==> src/rtl/alu_seq_pkg.sv <==
// alu_seq_pkg: shared op/state types, result limits and 7-seg codes for the accumulator sequencer
package alu_seq_pkg;
   typedef enum logic [1:0] {OP_ADD, OP_SUB, OP_AND, OP_OR} op_e;
   typedef enum logic [1:0] {S_IDLE, S_EXEC, S_COMMIT, S_ERROR} state_e;
   localparam logic signed [3:0] MIN_VAL = -4'sd4;
   localparam logic signed [3:0] MAX_VAL = 4'sd3;
   localparam logic [7:0] SEG_0   = 8'b0011_1111;
   localparam logic [7:0] SEG_1   = 8'b0000_0110;
   localparam logic [7:0] SEG_2   = 8'b0101_1011;
   localparam logic [7:0] SEG_3   = 8'b0100_1111;
   localparam logic [7:0] SEG_4   = 8'b0110_0110;
   localparam logic [7:0] SEG_OVF = 8'b0011_1111;
   localparam logic [7:0] SEG_UDF = 8'b0011_1110;
   // Sign on bit 7, digit of the magnitude below; -4 negates to 3'b100, read unsigned as 4
   function automatic logic [7:0] seg_encode(input logic signed [2:0] v);
      logic [2:0] m;
      m = v[2] ? -v : v;
      return {v[2], m == 3'd0 ? SEG_0[6:0] : m == 3'd1 ? SEG_1[6:0] : m == 3'd2 ? SEG_2[6:0] :
                    m == 3'd3 ? SEG_3[6:0] : SEG_4[6:0]};
   endfunction
endpackage

==> src/rtl/alu_3b.sv <==
// alu_3b: combinational 3-bit signed ALU producing a 4-bit result with one guard bit
module alu_3b
   import alu_seq_pkg::*;
(
   input  logic signed [2:0] i_a,
   input  logic signed [2:0] i_b,
   input  op_e               i_f,
   output logic signed [3:0] o_y
);
   logic signed [3:0] w_a;
   logic signed [3:0] w_b;
   assign w_a = {i_a[2], i_a};
   assign w_b = {i_b[2], i_b};
   // Bitwise ops on sign-extended operands stay inside -4..3; only add/sub can leave range
   always_comb
      o_y = i_f == OP_ADD ? w_a + w_b :
            i_f == OP_SUB ? w_a - w_b :
            i_f == OP_AND ? w_a & w_b : w_a | w_b;
endmodule

==> src/rtl/alu_acc_sequencer.sv <==
// alu_acc_sequencer: handshaked accumulator calculator with range-checked commit and 7-seg output
module alu_acc_sequencer
   import alu_seq_pkg::*;
#(
   parameter int NBITS_NUM = 3,
   parameter int NBITS_Y   = 4,
   parameter int NBITS_CNT = 4
) (
   input  logic                        clk_2,
   input  logic                        rst_n,
   input  logic                        clear,
   input  logic                        op_valid,
   output logic                        op_ready,
   input  logic [1:0]                  op_code,
   input  logic signed [NBITS_NUM-1:0] operand,
   output logic signed [NBITS_NUM-1:0] acc,
   output logic                        acc_valid,
   output logic                        err_ovf,
   output logic                        err_udf,
   output logic                        busy,
   output logic [NBITS_CNT-1:0]        op_cnt,
   output logic [7:0]                  seg
);
   state_e                      r_state;
   op_e                         r_op;
   logic signed [NBITS_NUM-1:0] r_operand;
   logic signed [NBITS_NUM-1:0] r_acc;
   logic signed [NBITS_Y-1:0]   r_y;
   logic signed [NBITS_Y-1:0]   w_y;
   logic                        r_acc_valid;
   logic                        r_ovf;
   logic                        r_udf;
   logic [NBITS_CNT-1:0]        r_cnt;
   logic [7:0]                  r_seg;

   alu_3b u_alu (
      .i_a (r_acc),
      .i_b (r_operand),
      .i_f (r_op),
      .o_y (w_y)
   );

   assign op_ready  = r_state == S_IDLE;
   assign busy      = r_state != S_IDLE;
   assign acc       = r_acc;
   assign acc_valid = r_acc_valid;
   assign err_ovf   = r_ovf;
   assign err_udf   = r_udf;
   assign op_cnt    = r_cnt;
   assign seg       = r_seg;

   // Accept -> evaluate -> commit or trap; clear overrides every state and drops any pending op
   always_ff @(posedge clk_2 or negedge rst_n)
      if (!rst_n) begin
         r_state     <= S_IDLE;
         r_op        <= OP_ADD;
         r_operand   <= '0;
         r_acc       <= '0;
         r_y         <= '0;
         r_acc_valid <= 1'b0;
         r_ovf       <= 1'b0;
         r_udf       <= 1'b0;
         r_cnt       <= '0;
         r_seg       <= SEG_0;
      end else if (clear) begin
         r_state     <= S_IDLE;
         r_acc       <= '0;
         r_acc_valid <= 1'b0;
         r_ovf       <= 1'b0;
         r_udf       <= 1'b0;
         r_cnt       <= '0;
         r_seg       <= SEG_0;
      end else begin
         r_acc_valid <= 1'b0;
         case (r_state)
            S_IDLE:
               if (op_valid) begin
                  r_op      <= op_e'(op_code);
                  r_operand <= operand;
                  r_state   <= S_EXEC;
               end
            S_EXEC: begin
               r_y     <= w_y;
               r_state <= S_COMMIT;
            end
            S_COMMIT:
               if (r_y > MAX_VAL) begin
                  r_ovf   <= 1'b1;
                  r_seg   <= SEG_OVF;
                  r_state <= S_ERROR;
               end else if (r_y < MIN_VAL) begin
                  r_udf   <= 1'b1;
                  r_seg   <= SEG_UDF;
                  r_state <= S_ERROR;
               end else begin
                  r_acc       <= r_y[NBITS_NUM-1:0];
                  r_acc_valid <= 1'b1;
                  r_cnt       <= r_cnt + NBITS_CNT'(r_cnt != '1);
                  r_seg       <= seg_encode(r_y[NBITS_NUM-1:0]);
                  r_state     <= S_IDLE;
               end
            default: ;
         endcase
      end
endmodule

==> config.mk <==
export PLATFORM = sky130hd
export DESIGN_NAME = alu_acc_sequencer
export DESIGN_NICKNAME = d
export VERILOG_FILES = /design/src/rtl/alu_seq_pkg.sv /design/src/rtl/alu_3b.sv /design/src/rtl/alu_acc_sequencer.sv
export SDC_FILE = /design/constraint.sdc
export NUM_CORES = 1
export LEC_CHECK = 0
export CAP_MARGIN = 20
export CORE_MARGIN = 1
export CORE_UTILIZATION = 48
export DETAILED_ROUTE_END_ITERATION = 6
export PLACE_DENSITY = 0.84
export REMOVE_ABC_BUFFERS = 1
export SYNTH_ARGS = -nofsm -noshare
export SYNTH_HDL_FRONTEND = slang
export SYNTH_SLANG_ARGS = --single-unit
==> constraint.sdc <==
create_clock -name clk_2 -period 1.55 [get_ports clk_2]
set_input_delay 0.155 -clock clk_2 [delete_from_list [all_inputs] [get_ports clk_2]]
set_output_delay 0.155 -clock clk_2 [all_outputs]
set_load 0.02 [all_outputs]
==> impl_metrics.py <==
metrics = {
    "synthesis": {
        "synth.distinct_cells": 43,
        "synth.top_cell.area_share_pct": 32.86,
        "synthArstFlopShare_pct": 100.0,
        "ys_seq_area_share_pct": 40.36,
        "ys.flop_type": "dfrtp_1",
        "ys_ff_latch": 28,
        "synth_area_leaders": "dfrtp_1 (33%), ha_1 (15%), dfstp_2 (7.5%)",
        "syn_inst": 173,
        "synth.avg_cell_area_um2": 10.13,
        "netlist_area_um2": 1752,
        "ys_warn_count": 0,
        "yosysTopAreaCell": "dfrtp_1",
        "synth_edf_count": 0,
    },
    "cts": {
        "cts_tree": "built",
        "clock_latency_ns": 0.35,
        "clk_pin_slew_ns": 0.17,
        "cts.path.max_buffers": 2,
        "clk_root_buffer_cell": "clkbuf_4",
        "clkSinkCount": 28,
        "cts_buffers": 3,
        "h-tree-depth": 1,
    },
    "grt": {
        "first_global_vias": 1421,
        "grt_pass1_wl_um": 6320,
        "grt_max_degree": 29,
        "overflow": 0,
        "antenna_found_initial": 0,
        "grt_usage_pct": 20.61,
    },
    "final_layout": {
        "final_cell_mix": "buf_4 (38), dfrtp_1 (23), nor2_1 (19)",
        "layout-drive-gt1-share_pct": 35.86,
        "diodes": 0,
        "fillers": 240,
        "final_common_cell": "buf_4",
        "area_growth_pct": 43.29,
        "fin_nets": 270,
        "post-route-cell-area_um2": 2510,
    },
    "worst_setup_path": {
        "crit_path_max_fanout": 3,
        "arrival_ns": 2.08,
        "end_kind": "flop",
        "start_kind": "flop",
        "r2r_cells": 7,
        "worstPathRequired_ns": 1.86,
        "criticalPathCategory": "reg -> reg",
    },
    "sta": {
        "period_share_pct": 114.4,
        "fin_ws_ns": -0.2240,
        "maxSlewViolCount": 0,
        "timing.fmax_ghz": 0.5637,
        "period_minus_slack_ns": 1.774,
        "whs_ns": 0.1605,
        "rsz0062_at_grt": "yes",
        "final_hold_viol_count": 0,
        "finClkSkew_ns": 0.01676,
        "setup_viol": 2,
    },
    "run_status": {
        "status": "finished with violations",
        "violations": "setup timing",
    },
    "floorplan": {
        "core_area_um2": 3416,
        "pin_count": 29,
        "floorplan.initialDensity_pct": 51.28,
        "fp.dieArea_um2": 3895,
        "die_w_um": 62.41,
        "chipHeight_um": 62.41,
        "row_count": 21,
    },
    "pwr": {
        "seqPwrFrac_pct": 31.0,
        "p_total_uw": 3462,
        "swShare_pct": 38.36,
        "intPower_uw": 2134,
        "p_sw_uw": 1328,
        "cellPowerDensity_nw_per_um2": 1379,
        "clock_power_share_pct": 14.4,
        "p_leak_uw": 0.001155,
        "ir_drop_v": 0.0009069,
        "combPwrFrac_pct": 54.6,
    },
    "routing": {
        "ant_nets": 0,
        "wl_um": 4187,
        "vias": 1470,
        "drc": 0,
        "drt_iter0_markers": 54,
        "via_per_inst": 5.194,
        "drtPass1Iterations": 4,
        "wl_per_cell_um": 14.80,
    },
    "placed_design": {
        "routabilityCongestion": 0.8128,
        "place_area_um2": 2247,
        "dp_hpwl_um": 2747,
        "portBuffers": 27,
    },
    "run": {
        "maxCapViolCount": 0,
    },
    "hold_path": {
        "hold_class": "in -> async",
    },
}
==> cells in the mapped netlist (2+ instances only) <==
cell,number
nand2_1,8
ha_1,21
dfrtp_1,23
dfstp_2,5
fa_1,2
o32a_1,2
o21ai_1,4
nand4_1,2
o22ai_1,2
or3_1,2
buf_4,2
mux2i_1,7
o21ai_0,2
a21oi_1,12
nor2_1,20
or2_1,2
o211ai_1,2
mux2_2,5
inv_1,19
nor2b_1,2
buf_2,4
nand2b_1,2
xor2_1,3
==> final timing paths <==
kind	to	start	slack [ns]
hold reg to reg	err_udf	err_udf	0.53
setup / recovery	r_y[2]	r_operand[0]	-0.22
hold / removal	err_udf	rst_n	0.16
setup reg to reg	r_y[2]	r_operand[0]	-0.22
min in group clk_2	r_operand[2]	operand[2]	0.39
max in group asynchronous	seg[4]	rst_n	1.07
==> layer usage <==
metal | wire length [µm] | GRT usage, % | up-vias
li1 | - | - | 709
met1 | 1709 | 25.53 | 719
met2 | 2237 | 36.28 | 31
met3 | 127 | 2.737 | 11
met4 | 113 | 7.849 | 0
met5 | 0 | 0 | -
==> layout make-up <==
type                       count  area [µm²]  share of cell area (%)
clock buffer                   3       22.52                  0.8973
timing repair buffer          68       564.3                   22.48
sequential                    28       706.9                   28.17
tap                           46       57.56                   2.293
inverter                      19       71.32                   2.841
clock inverter                 1       30.03                   1.196
multi-input combinational    118        1057                   42.12
==> kinds of logic after synthesis <==
kind of cell,Yosys count,share of synthesized area (%)
AND/OR/NAND/NOR,46,13.28
AO/OA/AOI/OAI,31,11.43
flip-flops,28,40.36
buffers and inverters,27,6.928
adder cells (fa/ha/maj),23,17.29
multiplexers,13,8.500
XOR/XNOR,4,2.000
other,1,0.2141
==> repair_timing <==
action                                  4_1_cts  5_1_grt
pin swaps                                     0       12
setup buffers                                 9        3
gates resized for setup                      26       29
hold buffers                                  0        0
endpoints found under the setup margin       20       15
==> stage by stage <==
step / instances / utilization [%] / setup TNS (ns) / worst slack (ns)
finish: 283 / 73.48 / -0.4358 / -0.2240
global route: 283 / 73.48 / -0.7892 / -0.2956
CTS: 280 / 69.71 / -0.3597 / -0.1827
detailed placement: 267 / 65.79 / -0.3139 / -0.1805
global placement: 267 / 65.79 / -0.2196 / -0.1432
floorplan: 165 / - / -2.537 / -0.2962
==> power by group through the flow <==
stage                     clock network (µW)  logic (µW)  registers (µW)
after floorplan                            0         887            1070
after global placement                     0        1470            1050
after detailed placement                   0        1530            1060
after CTS                                496        1620            1050
after global routing                     540        2070            1100
final                                    498        1890            1070
==> worst max-delay path: stages, from the launching register on <==
cell,delay (ns)
dfrtp_1,0.45
ha_2,0.21
inv_2,0.04
fa_2,0.32
xnor2_1,0.18
mux2i_1,0.13
or3_1,0.32
nand3_1,0.09
==> registers in the layout (all words and copies together) (netlist names) <==
register   flops
op_cnt         4
acc            3
r_op           2
seg            7
r_state        2
r_y            4
err_udf        1
acc_valid      1
err_ovf        1
r_operand      3
(Power assumes the default switching activity.)
==> RTL edit 1 (same settings) <==
Put one more register stage on the output `seg`, cleared by the reset. The value now appears one clock later. The other outputs are not delayed to match.
--- a/src/rtl/alu_acc_sequencer.sv
+++ b/src/rtl/alu_acc_sequencer.sv
@@ -47,7 +47,13 @@
    assign err_ovf   = r_ovf;
    assign err_udf   = r_udf;
    assign op_cnt    = r_cnt;
-   assign seg       = r_seg;
+   always_ff @(posedge clk_2 or negedge rst_n) begin
+       if (!rst_n) begin
+           seg <= '0;
+       end else begin
+           seg <= r_seg;
+       end
+   end
 
    // Accept -> evaluate -> commit or trap; clear overrides every state and drops any pending op
    always_ff @(posedge clk_2 or negedge rst_n)
Function: changed (Yosys sat finds a counterexample within 4 cycles, from zero or initial values and one cycle with rst_n low).
==> RTL edit 1 against the unedited design <==
Sequential power increased by 22%. Final area increased by 3.8%. Routed wire length decreased by 9.4%. The flow still finishes with violations (setup timing). Synthesized area increased by 8.3%. First-iteration DRC count increased by 5.6%. Worst setup slack improved by 0.032 ns. Clock skew decreased by 0.011 ns. Power increased by 16%. Sequential cell count increased by 8. Clock power increased by 33%. Count of clock-buffer cells in the layout increased by 2. Non-clock buffer count decreased by 9. Via count increased by 1.3%. Synthesized cell count increased by 2.3%.
==> RTL edit 1: results <==
{
  "critPathMaxStageDelay_ns": 0.46,
  "drt-initial-drc-count": 57,
  "arrival_ns": 1.96,
  "routed_wl_um": 3790,
  "switching_share": 0.381,
  "holdWs_ns": 0.232,
  "cts_buffer_depth": 2,
  "synth_seq_area_share": 0.478,
  "synth_area_leaders": "dfrtp_1, ha_1, dfstp_2",
  "r2r_end": "r_y[1]$_DFFE_PN0P_",
  "cts_buffers": 5,
  "rr_worst_depth": 5,
  "path_clk_slew_ns": 0.07,
  "synthTopCellsByCount": "dfrtp_1, ha_1, inv_1",
  "largestRegisters": "seg x8, r_seg x7",
  "firstDrtPassIters": 4,
  "outcome": "complete, but fails checks",
  "drive_gt1_frac": 0.294,
  "postSynth.asyncResetShare": 1.00,
  "diodes": 0,
  "grt_max_degree": 37,
  "io_buffers": 28,
  "failed_checks": "setup timing",
  "rr_startpoint": "r_operand[0]$_DFFE_PN0P_",
  "gp_congestion": 0.881,
  "grt_pass1_wl_um": 6140,
  "placed_cell_area_um2": 2440,
  "cts_root_buf": "clkbuf_8",
  "htree_levels": 2,
  "postSynthCellCount": 177,
  "critPathTopFamily": "adder cells",
  "antenna_found_initial": 0,
  "setup_viol": 1,
  "hold_class": "in2async",
  "track_usage": 0.200,
  "dp_hpwl_um": 2670,
  "vdd_drop_max_mv": 0.953,
  "synth_warnings": 0,
  "crit_fanout": 3,
  "via_per_inst": 5.21,
  "leakage_nw": 1.21,
  "numPlacedInstances": 275,
  "vias": 1489,
  "cp_slowest_cell": "mux4_2",
  "grt_pass1_vias": 1383,
  "clk_latency_ns": 0.30,
  "skew_ns": 0.00580,
  "synth_cell_type_count": 37,
  "fin_ws_ns": -0.192,
  "nets": 267
}
RTL edit 1: through the flow:
stage / power, W / TNS, ns / setup slack, ns / util
after global routing: 0.00432 / -0.405 / -0.252 / 0.701
final: 0.00402 / -0.192 / -0.192 / 0.701
after global placement: 0.00314 / -0.168 / -0.168 / 0.656
after floorplan: 0.00241 / -0.698 / -0.283 / -
after detailed placement: 0.00322 / -0.371 / -0.239 / 0.656
after CTS: 0.00393 / -0.188 / -0.188 / 0.688
RTL edit 1: final cells by class:
class,count,area [um^2]
clock buffer,5,68.8
clock inverter,3,18.8
fill,277,1110
inverter,16,60.1
multi-input combinational,119,962
sequential,36,907
tap,48,60.1
timing repair buffer,59,529
RTL edit 1: how the worst max path moves through the flow:
stage	start	end	slack [ns]	cells after the start
after detailed placement	acc[0]$_DFFE_PN0P_	r_y[1]$_DFFE_PN0P_	-0.24	5
after global routing	r_operand[0]$_DFFE_PN0P_	r_y[1]$_DFFE_PN0P_	-0.25	5
after CTS	acc[0]$_DFFE_PN0P_	r_y[1]$_DFFE_PN0P_	-0.19	5
after floorplan	acc[0]$_DFFE_PN0P_	r_y[1]$_DFFE_PN0P_	-0.28	5
final	r_operand[0]$_DFFE_PN0P_	r_y[1]$_DFFE_PN0P_	-0.19	5
after global placement	acc[0]$_DFFE_PN0P_	r_y[1]$_DFFE_PN0P_	-0.17	5
RTL edit 1: logic make-up after synthesis:
group / synth area share
buf+inv: 0.0442
simple gates: 0.129
xor+xnor: 0.0139
flops: 0.478
other cells: 0.00198
fa+ha+maj: 0.146
mux: 0.0574
compound gates: 0.129
RTL edit 1: repair_timing:
action	4_1_cts	5_1_grt
hold buffers	0	0
buffers inserted	1	2
pin swaps	4	6
resized for setup	13	17
endpoints found under the setup margin	7	16
RTL edit 1: worst reg2reg max path, cell delays in order (launching register included):
cell and delay (ns):
dfrtp_1 0.41, ha_2 0.21, inv_2 0.06, fa_1 0.40, mux4_2 0.46, o21ai_1 0.14
RTL edit 1: layer usage:
| layer | global-route usage | vias up | wire (um) |
|---|---|---|---|
| met5 | 0 | - | 0 |
| met4 | 0.103 | 0 | 97 |
| met3 | 0.0546 | 10 | 189 |
| met2 | 0.332 | 51 | 1870 |
| met1 | 0.234 | 701 | 1640 |
| li1 | - | 727 | - |
RTL edit 1: power groups by stage:
stage | sequential, W | combinational, W | clock [W]
after floorplan | 0.00139 | 0.00102 | 0
after global placement | 0.00131 | 0.00183 | 0
after detailed placement | 0.00132 | 0.00190 | 0
after CTS | 0.00130 | 0.00195 | 0.000678
after global routing | 0.00134 | 0.00226 | 0.000720
final | 0.00131 | 0.00204 | 0.000660
==> RTL edit 2 (same flow settings) <==
Without the edit above. Set the parameter `NBITS_CNT` to 5 (it was 4).
--- a/src/rtl/alu_acc_sequencer.sv
+++ b/src/rtl/alu_acc_sequencer.sv
@@ -4,7 +4,7 @@
 #(
    parameter int NBITS_NUM = 3,
    parameter int NBITS_Y   = 4,
-   parameter int NBITS_CNT = 4
+   parameter int NBITS_CNT = 5
 ) (
    input  logic                        clk_2,
    input  logic                        rst_n,
Interface: changed (resized op_cnt); port bits go from 29 to 30. The function was not compared with the original's and may differ.
==> RTL edit 2 against the unedited design <==
The run still ends with setup timing left. Global-route usage rose by 1.2 points. Cell count rose by 3.5%. Sequential share of layout area decreased by 0.52 points. Final area grew 5.7%. Worst setup slack worse by 0.065 ns. Power up 12%. Routed wire length grew 8.8%. Synthesized area grew 3.1%. Largest cell class unchanged. Critical endpoint is now r_y[1]$_DFFE_PN0P_. Highest routed layer unchanged. Sequential cell count up 1. Clock skew decreased by 0.011 ns.
==> RTL edit 2: results <==
{
  "gp_congestion": 0.821,
  "leakage_nw": 1.23,
  "placed_cell_area_um2": 2310,
  "nets": 278,
  "power_w": 0.00387,
  "dp_hpwl_um": 2830,
  "setup_tns_ns": -0.642,
  "fin_cells": 293,
  "drt-met1-wl_um": 1900,
  "io_buffers": 28,
  "fin_ws_ns": -0.289,
  "fillCellCount": 234,
  "grt_use_met1": 0.247,
  "cts_buffers": 5,
  "grt_pass1_vias": 1456,
  "via_per_inst": 5.41,
  "pg_seq_w": 0.00112,
  "critPathMaxStageDelay_ns": 0.47,
  "setup_viol": 3,
  "p_comb_w": 0.00205,
  "grtUsageMet3": 0.0543,
  "synth.mux.area_fraction": 0.0776,
  "clk_latency_ns": 0.29,
  "cts_root_buf": "clkbuf_8",
  "wl_per_cell_um": 15.6,
  "outcome": "complete, but fails checks",
  "failed_checks": "setup timing",
  "grt_max_degree": 30,
  "htree_levels": 2,
  "drive_gt1_frac": 0.381,
  "dp_worst_setup_slack_ns": -0.307,
  "track_usage": 0.218,
  "area_delta_synth_final_pct": 46.8,
  "post-cts-setup-buffer-count": 1,
  "numPlacedInstances": 274,
  "cp_slowest_cell": "mux4_2",
  "synth_cell_type_count": 44
}
## RTL edit 2: worst paths after layout
| check | depth (start not counted) | startpoint | slack, ns | end |
|---|---|---|---|---|
| worst min-delay path | 2 | rst_n | 0.27 | seg[6]$_DFFE_PN0N_ |
| worst max register to register | 5 | acc[0]$_DFFE_PN0P_ | -0.29 | r_y[1]$_DFFE_PN0P_ |
| max in group asynchronous | 2 | rst_n | 0.97 | seg[0]$_DFFE_PN1N_ |
| min in group clk_2 | 2 | operand[2] | 0.48 | r_operand[2]$_DFFE_PN0P_ |
| worst min register to register | 2 | seg[0]$_DFFE_PN1N_ | 0.51 | seg[0]$_DFFE_PN1N_ |
| worst max-delay path | 5 | acc[0]$_DFFE_PN0P_ | -0.29 | r_y[1]$_DFFE_PN0P_ |
## RTL edit 2: cell type report
class                      count  share of cell area
sequential                    29               0.276
clock inverter                 1             0.00189
timing repair buffer          67               0.220
tap                           46              0.0217
inverter                      19              0.0278
multi-input combinational    124               0.416
clock buffer                   7              0.0363
